--- src/rtl/issue_scoreboard.sv ---
`default_nettype none
// ============================================================================
// Module      : issue_scoreboard
// Description : Register-write scoreboard for an in-order issue stage. Tracks
//               destination registers of long-latency instructions (LSU/MDU/
//               CSR) whose results return through writeback. It holds any
//               decoded instruction that reads or writes a pending register,
//               and holds new long-latency instructions while MAX_OUT of them
//               are outstanding.
//
// Optional feature macro: SCB_FWD_EN
//   defined   : a writeback clears the hazard on its register in the same
//               cycle, so a dependent instruction issues alongside it.
//   undefined : the dependent instruction issues the cycle after writeback.
//
// Ports:
//   s_clk_i          clock, rising edge
//   s_resetn_i       synchronous active-low reset
//   s_valid_i        decoded instruction present
//   s_ready_i        execute stage accepts this cycle
//   s_rs1_i/s_rs2_i  source register addresses
//   s_rd_i           destination register address
//   s_rp1_i/s_rp2_i  read port 1/2 used
//   s_wdest_i        instruction writes rd
//   s_long_i         result returns via writeback
//   s_wb_valid_i     writeback of a tracked write
//   s_wb_rd_i        writeback register address
//   s_flush_i        kill all tracked in-flight instructions
//   s_issue_o        instruction issued this cycle
//   s_stall_o        instruction held this cycle
//   s_full_o         MAX_OUT writes outstanding
//   s_pending_o      registered pending bitmap (bit 0 always 0)
//   s_err_o          writeback protocol error, one cycle after the bad wb
//
// Revision    : 1.0 - initial release
// ============================================================================
module issue_scoreboard #(
    parameter int MAX_OUT = 4
) (
    input  logic        s_clk_i,
    input  logic        s_resetn_i,
    input  logic        s_valid_i,
    input  logic        s_ready_i,
    input  logic [4:0]  s_rs1_i,
    input  logic [4:0]  s_rs2_i,
    input  logic [4:0]  s_rd_i,
    input  logic        s_rp1_i,
    input  logic        s_rp2_i,
    input  logic        s_wdest_i,
    input  logic        s_long_i,
    input  logic        s_wb_valid_i,
    input  logic [4:0]  s_wb_rd_i,
    input  logic        s_flush_i,
    output logic        s_issue_o,
    output logic        s_stall_o,
    output logic        s_full_o,
    output logic [31:0] s_pending_o,
    output logic        s_err_o
);

    localparam int                 c_CNT_W = 4;
    localparam logic [c_CNT_W-1:0] c_MAX   = c_CNT_W'(MAX_OUT);

    logic [31:0]        pending_q, pending_d;
    logic [c_CNT_W-1:0] count_q, count_d;
    logic               err_q, err_d;

    logic [31:0] w_pend_eff;
    logic        w_tracked;
    logic        w_hazard;
    logic        w_block;
    logic        w_trk_issue;
    logic        w_wb_ok;

    // Writes to x0 are never tracked, so bit 0 of the bitmap stays clear.
    assign w_tracked = s_wdest_i & s_long_i & (s_rd_i != 5'd0);

`ifdef SCB_FWD_EN
    // A writeback arriving this cycle already resolves its register.
    assign w_pend_eff = s_wb_valid_i ? (pending_q & ~(32'd1 << s_wb_rd_i)) : pending_q;
`else
    assign w_pend_eff = pending_q;
`endif

    assign w_hazard = (s_rp1_i   & (s_rs1_i != 5'd0) & w_pend_eff[s_rs1_i])
                    | (s_rp2_i   & (s_rs2_i != 5'd0) & w_pend_eff[s_rs2_i])
                    | (s_wdest_i & (s_rd_i  != 5'd0) & w_pend_eff[s_rd_i]);

    assign w_block     = (w_tracked & s_full_o) | w_hazard | s_flush_i;
    assign s_issue_o   = s_resetn_i & s_valid_i & s_ready_i & ~w_block;
    assign s_stall_o   = s_valid_i & w_block;
    assign w_trk_issue = s_issue_o & w_tracked;

    // A writeback is legitimate only for a register we are actually tracking.
    assign w_wb_ok = s_wb_valid_i & pending_q[s_wb_rd_i] & (count_q != '0);

    always_comb begin
        pending_d = pending_q;
        count_d   = count_q;
        err_d     = 1'b0;
        if (s_flush_i) begin
            pending_d = '0;
            count_d   = '0;
        end else begin
            err_d = s_wb_valid_i & ~w_wb_ok;
            // Clear before set so that a same-register issue wins.
            if (w_wb_ok) begin
                pending_d[s_wb_rd_i] = 1'b0;
            end
            if (w_trk_issue) begin
                pending_d[s_rd_i] = 1'b1;
            end
            case ({w_trk_issue, w_wb_ok})
                2'b10:   count_d = (count_q == c_MAX) ? count_q : count_q + 1'b1;
                2'b01:   count_d = count_q - 1'b1;
                default: count_d = count_q;
            endcase
        end
    end

    always_ff @(posedge s_clk_i) begin
        if (!s_resetn_i) begin
            pending_q <= '0;
            count_q   <= '0;
            err_q     <= 1'b0;
        end else begin
            pending_q <= pending_d;
            count_q   <= count_d;
            err_q     <= err_d;
        end
    end

    assign s_full_o    = (count_q == c_MAX);
    assign s_pending_o = pending_q;
    assign s_err_o     = err_q;

endmodule
`default_nettype wire

--- config.mk ---
export PLATFORM = sky130hd
export DESIGN_NAME = issue_scoreboard
export DESIGN_NICKNAME = d
export VERILOG_FILES = /design/src/rtl/issue_scoreboard.sv
export SDC_FILE = /design/constraint.sdc
export NUM_CORES = 1
export LEC_CHECK = 0
export ABC_CLOCK_PERIOD_IN_PS = 3300
export BUFFER_PORTS_ARGS = -buffer_cell sky130_fd_sc_hd__buf_4
export CAP_MARGIN = 20
export CORE_MARGIN = 2
export CORE_UTILIZATION = 45
export CTS_BUF_LIST = sky130_fd_sc_hd__clkbuf_8
export DETAILED_ROUTE_END_ITERATION = 8
export PLACE_DENSITY = 0.78
export SLEW_MARGIN = 20
export SYNTH_ARGS = -nofsm -noshare
export SYNTH_HDL_FRONTEND = slang
export SYNTH_SLANG_ARGS = --single-unit
--- constraint.sdc ---
create_clock -name s_clk_i -period 3.3 [get_ports s_clk_i]
set_clock_uncertainty 0.15 [all_clocks]
set_input_delay 0.165 -clock s_clk_i [delete_from_list [all_inputs] [get_ports s_clk_i]]
set_output_delay 0.165 -clock s_clk_i [all_outputs]
set_load 0.05 [all_outputs]
==> flow_summary.yaml <==
run_status:
  status: "finished clean"
floorplan:
  row_count: 29
  die_w_um: 85.0
  dieHeight_um: 85.0
  initial_utilization_pct: 46.5
  die_area_um2: 7230
  core_um2: 6350
  ios: 66
global_routing:
  antenna_found_initial: 0
  grt_max_degree: 34
  grt_pass1_wl_mm: 15.8
  grtUsageTotal_pct: 27.7
  grt-ovfl-total: 0
  grt_pass1_vias: 2987
detailed_routing:
  dr.first_iter.drc_count: 320
  avgViaCountPerCell: 7.13
  dr_total_vias: 3107
  drcViolationCount: 0
  firstDrtPassIters: 6
  wl_mm: 10.0
  wl_per_cell_um: 23.0
  postRouteAntennaNets: 0
worst_setup_path:
  worstPathArrival_ps: 3140
  cp.required_ps: 3340
  cpMostUsedCell: "mux4_2"
  path_cells: "mux4_2, mux4_2, nor2_2, o32a_2, a31oi_1, xor2_1, ha_1, nand2b_1, a21oi_1, and4_1, nor3_1, nor3b_1"
  cp-end-kind: "flip-flop"
  crit_buf_inv: 0
  cp_top_family: "multiplexers"
  path_class: "flip-flop to flip-flop"
  crit_path_start_kind: "flip-flop"
  cpPeakStageDelay_ps: 480
  path_max_fanout: 6
  crit_slowest_cell: "mux4_2"
synthesis:
  syn_inst: 286
  ys.flop_type: "dfxtp_1"
  ys_types: 57
  ys_warn_count: 0
  synth.area.top_cells: "dfxtp_1 25%, mux4_2 19%, a32o_1 9.8%"
  synth.top_cell.area_share_pct: 25.1
  avgSynthCellArea_um2: 10.3
  yosysMostFrequentCell: "dfxtp_1"
  syn_nets: 317
  async_flop_share_pct: 0
  synth_edf_count: 0
  ys_ff_latch: 37
  yosys.area.top_type: "dfxtp_1"
  synthesis.area_um2: 2950
  synth_seq_area_share_pct: 25.1
  synth_commonest_cells: "37 x dfxtp_1, 29 x a32o_1, 25 x mux4_2"
worst_hold_path:
  hold_path.class: "input port to flip-flop"
cts:
  cts_resized: 0
  h-tree-depth: 2
  root_buffer: "clkbuf_8"
  clk_transition_reported_paths_ps: 80
  clock_latency_ps: 300
  clockBufferDepth: 2
  cts_tree: "yes"
  clock_sinks: 37
  cts_made_buffers: 5
power:
  p_sw_share_pct: 26.2
  leakagePower_nw: 1.47
  peakVddDrop_mv: 0.187
  combinationalPowerShare_pct: 15.3
  switchingPower_mw: 0.268
  pwr-share-clk_pct: 41.1
  sequentialPowerShare_pct: 43.6
  p_int_mw: 0.757
  total_power_mw: 1.03
  powerDensity_nw_per_um2: 274
final_layout:
  diodes: 0
  nNetsFinal: 389
  fill_cells: 542
  seq_area_um2: 741
  stdcell_count: 436
  syn2layout_area_growth_pct: 26.7
  multi_input_area_um2: 2090
  drive_above_1_share_pct: 38.2
sta:
  final.setup.tns_ps: 0
  period_needed_ps: 3090
  slew_viol_final: 0
  fin_crit_sh_pct: 93.7
  worst_pin_slew_ps: 627
  setup_viol: 0
  slew_headroom_pct: 58.0
  maxClockFrequency_mhz: 323
  whs_ps: 77.5
  rsz0062_at_grt: "false"
  hold_violations: 0
job:
  cap_violations: 0
placed_design:
  numPortBuffers: 65
  hpwl_mm: 7.48
  routabilityCongestion: 1.03
  dp_cells: 427
==> layout by cell type, fill, tap and decap left out, drive strengths merged, types with 8 or more instances in the layout <==
master / n
nor2: 9
mux4: 27
and3: 11
nor3b: 8
nand2: 12
mux2i: 12
dfxtp: 37
nand4: 11
a32o: 32
buf: 89
nand4b: 8
nor3: 12
nand3: 13
==> metrics by stage <==
| step | worst slack (ps) | cell area [um2] | utilization [%] |
|---|---|---|---|
| 3_5_place_dp | 212 | 3610 | 56.9 |
| 6_report | 207 | 3740 | 58.9 |
| 5_1_grt | 4.60 | 3740 | 58.9 |
| 3_3_place_gp | 271 | 3610 | 56.9 |
| 2_1_floorplan | 173 | 2960 | - |
| 4_1_cts | 235 | 3740 | 58.9 |
==> state kept, by name, summed over array words and instances, names as in the netlist <==
| signal | cells |
|---|---|
| count_q | 4 |
| s_pending_o | 32 |
| s_err_o | 1 |
==> power by group through the flow <==
stage,sequential (mW),combinational (mW),clock (mW)
after floorplan,0.459,0.0948,0
after global placement,0.457,0.151,0
after detailed placement,0.457,0.153,0
after CTS,0.447,0.155,0.425
after global routing,0.447,0.166,0.442
final,0.447,0.157,0.422
==> kinds of logic after synthesis <==
family,after synthesis,share of synthesized area [%]
AND/OR/NAND/NOR,114,25.1
AO/OA/AOI/OAI,65,19.7
multiplexers,39,24.9
flip-flops,37,25.1
buffers and inverters,29,4.41
XOR/XNOR,1,0.297
adder cells (fa/ha/maj),1,0.424
==> layer usage <==
metal	GRT usage (%)	wire length, um	vias to the layer above
li1	-	-	1354
met1	39.6	4050	1506
met2	42.8	4540	219
met3	5.06	1210	28
met4	8.66	202	0
met5	0	0	-
==> cell type report <==
class	count	area share (%)
Clock inverter	2	1.00
Sequential cell	37	19.8
Clock buffer	6	2.21
Multi-Input combinational cell	220	55.9
Inverter	4	0.401
Timing Repair Buffer	90	18.1
Tap cell	77	2.58
==> what timing repair did <==
item                                    in CTS  in global routing
endpoints found under the setup margin       0                  0
buffers inserted                             0                  0
hold endpoints to repair                     1                  0
hold buffers                                 1                  0
==> path summary, 6_finish.rpt <==
| kind | start | cells past startpoint | endpoint | slack [ps] |
|---|---|---|---|---|
| setup / recovery | s_pending_o[16] | 12 | count_q[2] | 210 |
| hold / removal | s_resetn_i | 3 | count_q[2] | 80 |
| setup reg to reg | s_pending_o[16] | 12 | count_q[2] | 210 |
| hold reg to reg | s_pending_o[0] | 2 | s_pending_o[0] | 390 |
==> worst register-to-register path: cells and delay by family (launching register included) <==
family | cells | cell delay (ps)
AO/OA/AOI/OAI | 3 | 430
AND/OR/NAND/NOR | 5 | 680
flip-flops | 1 | 400
XOR/XNOR | 1 | 180
adder cells (fa/ha/maj) | 1 | 210
multiplexers | 2 | 950
No activity file was read; power rests on OpenSTA's default activity.
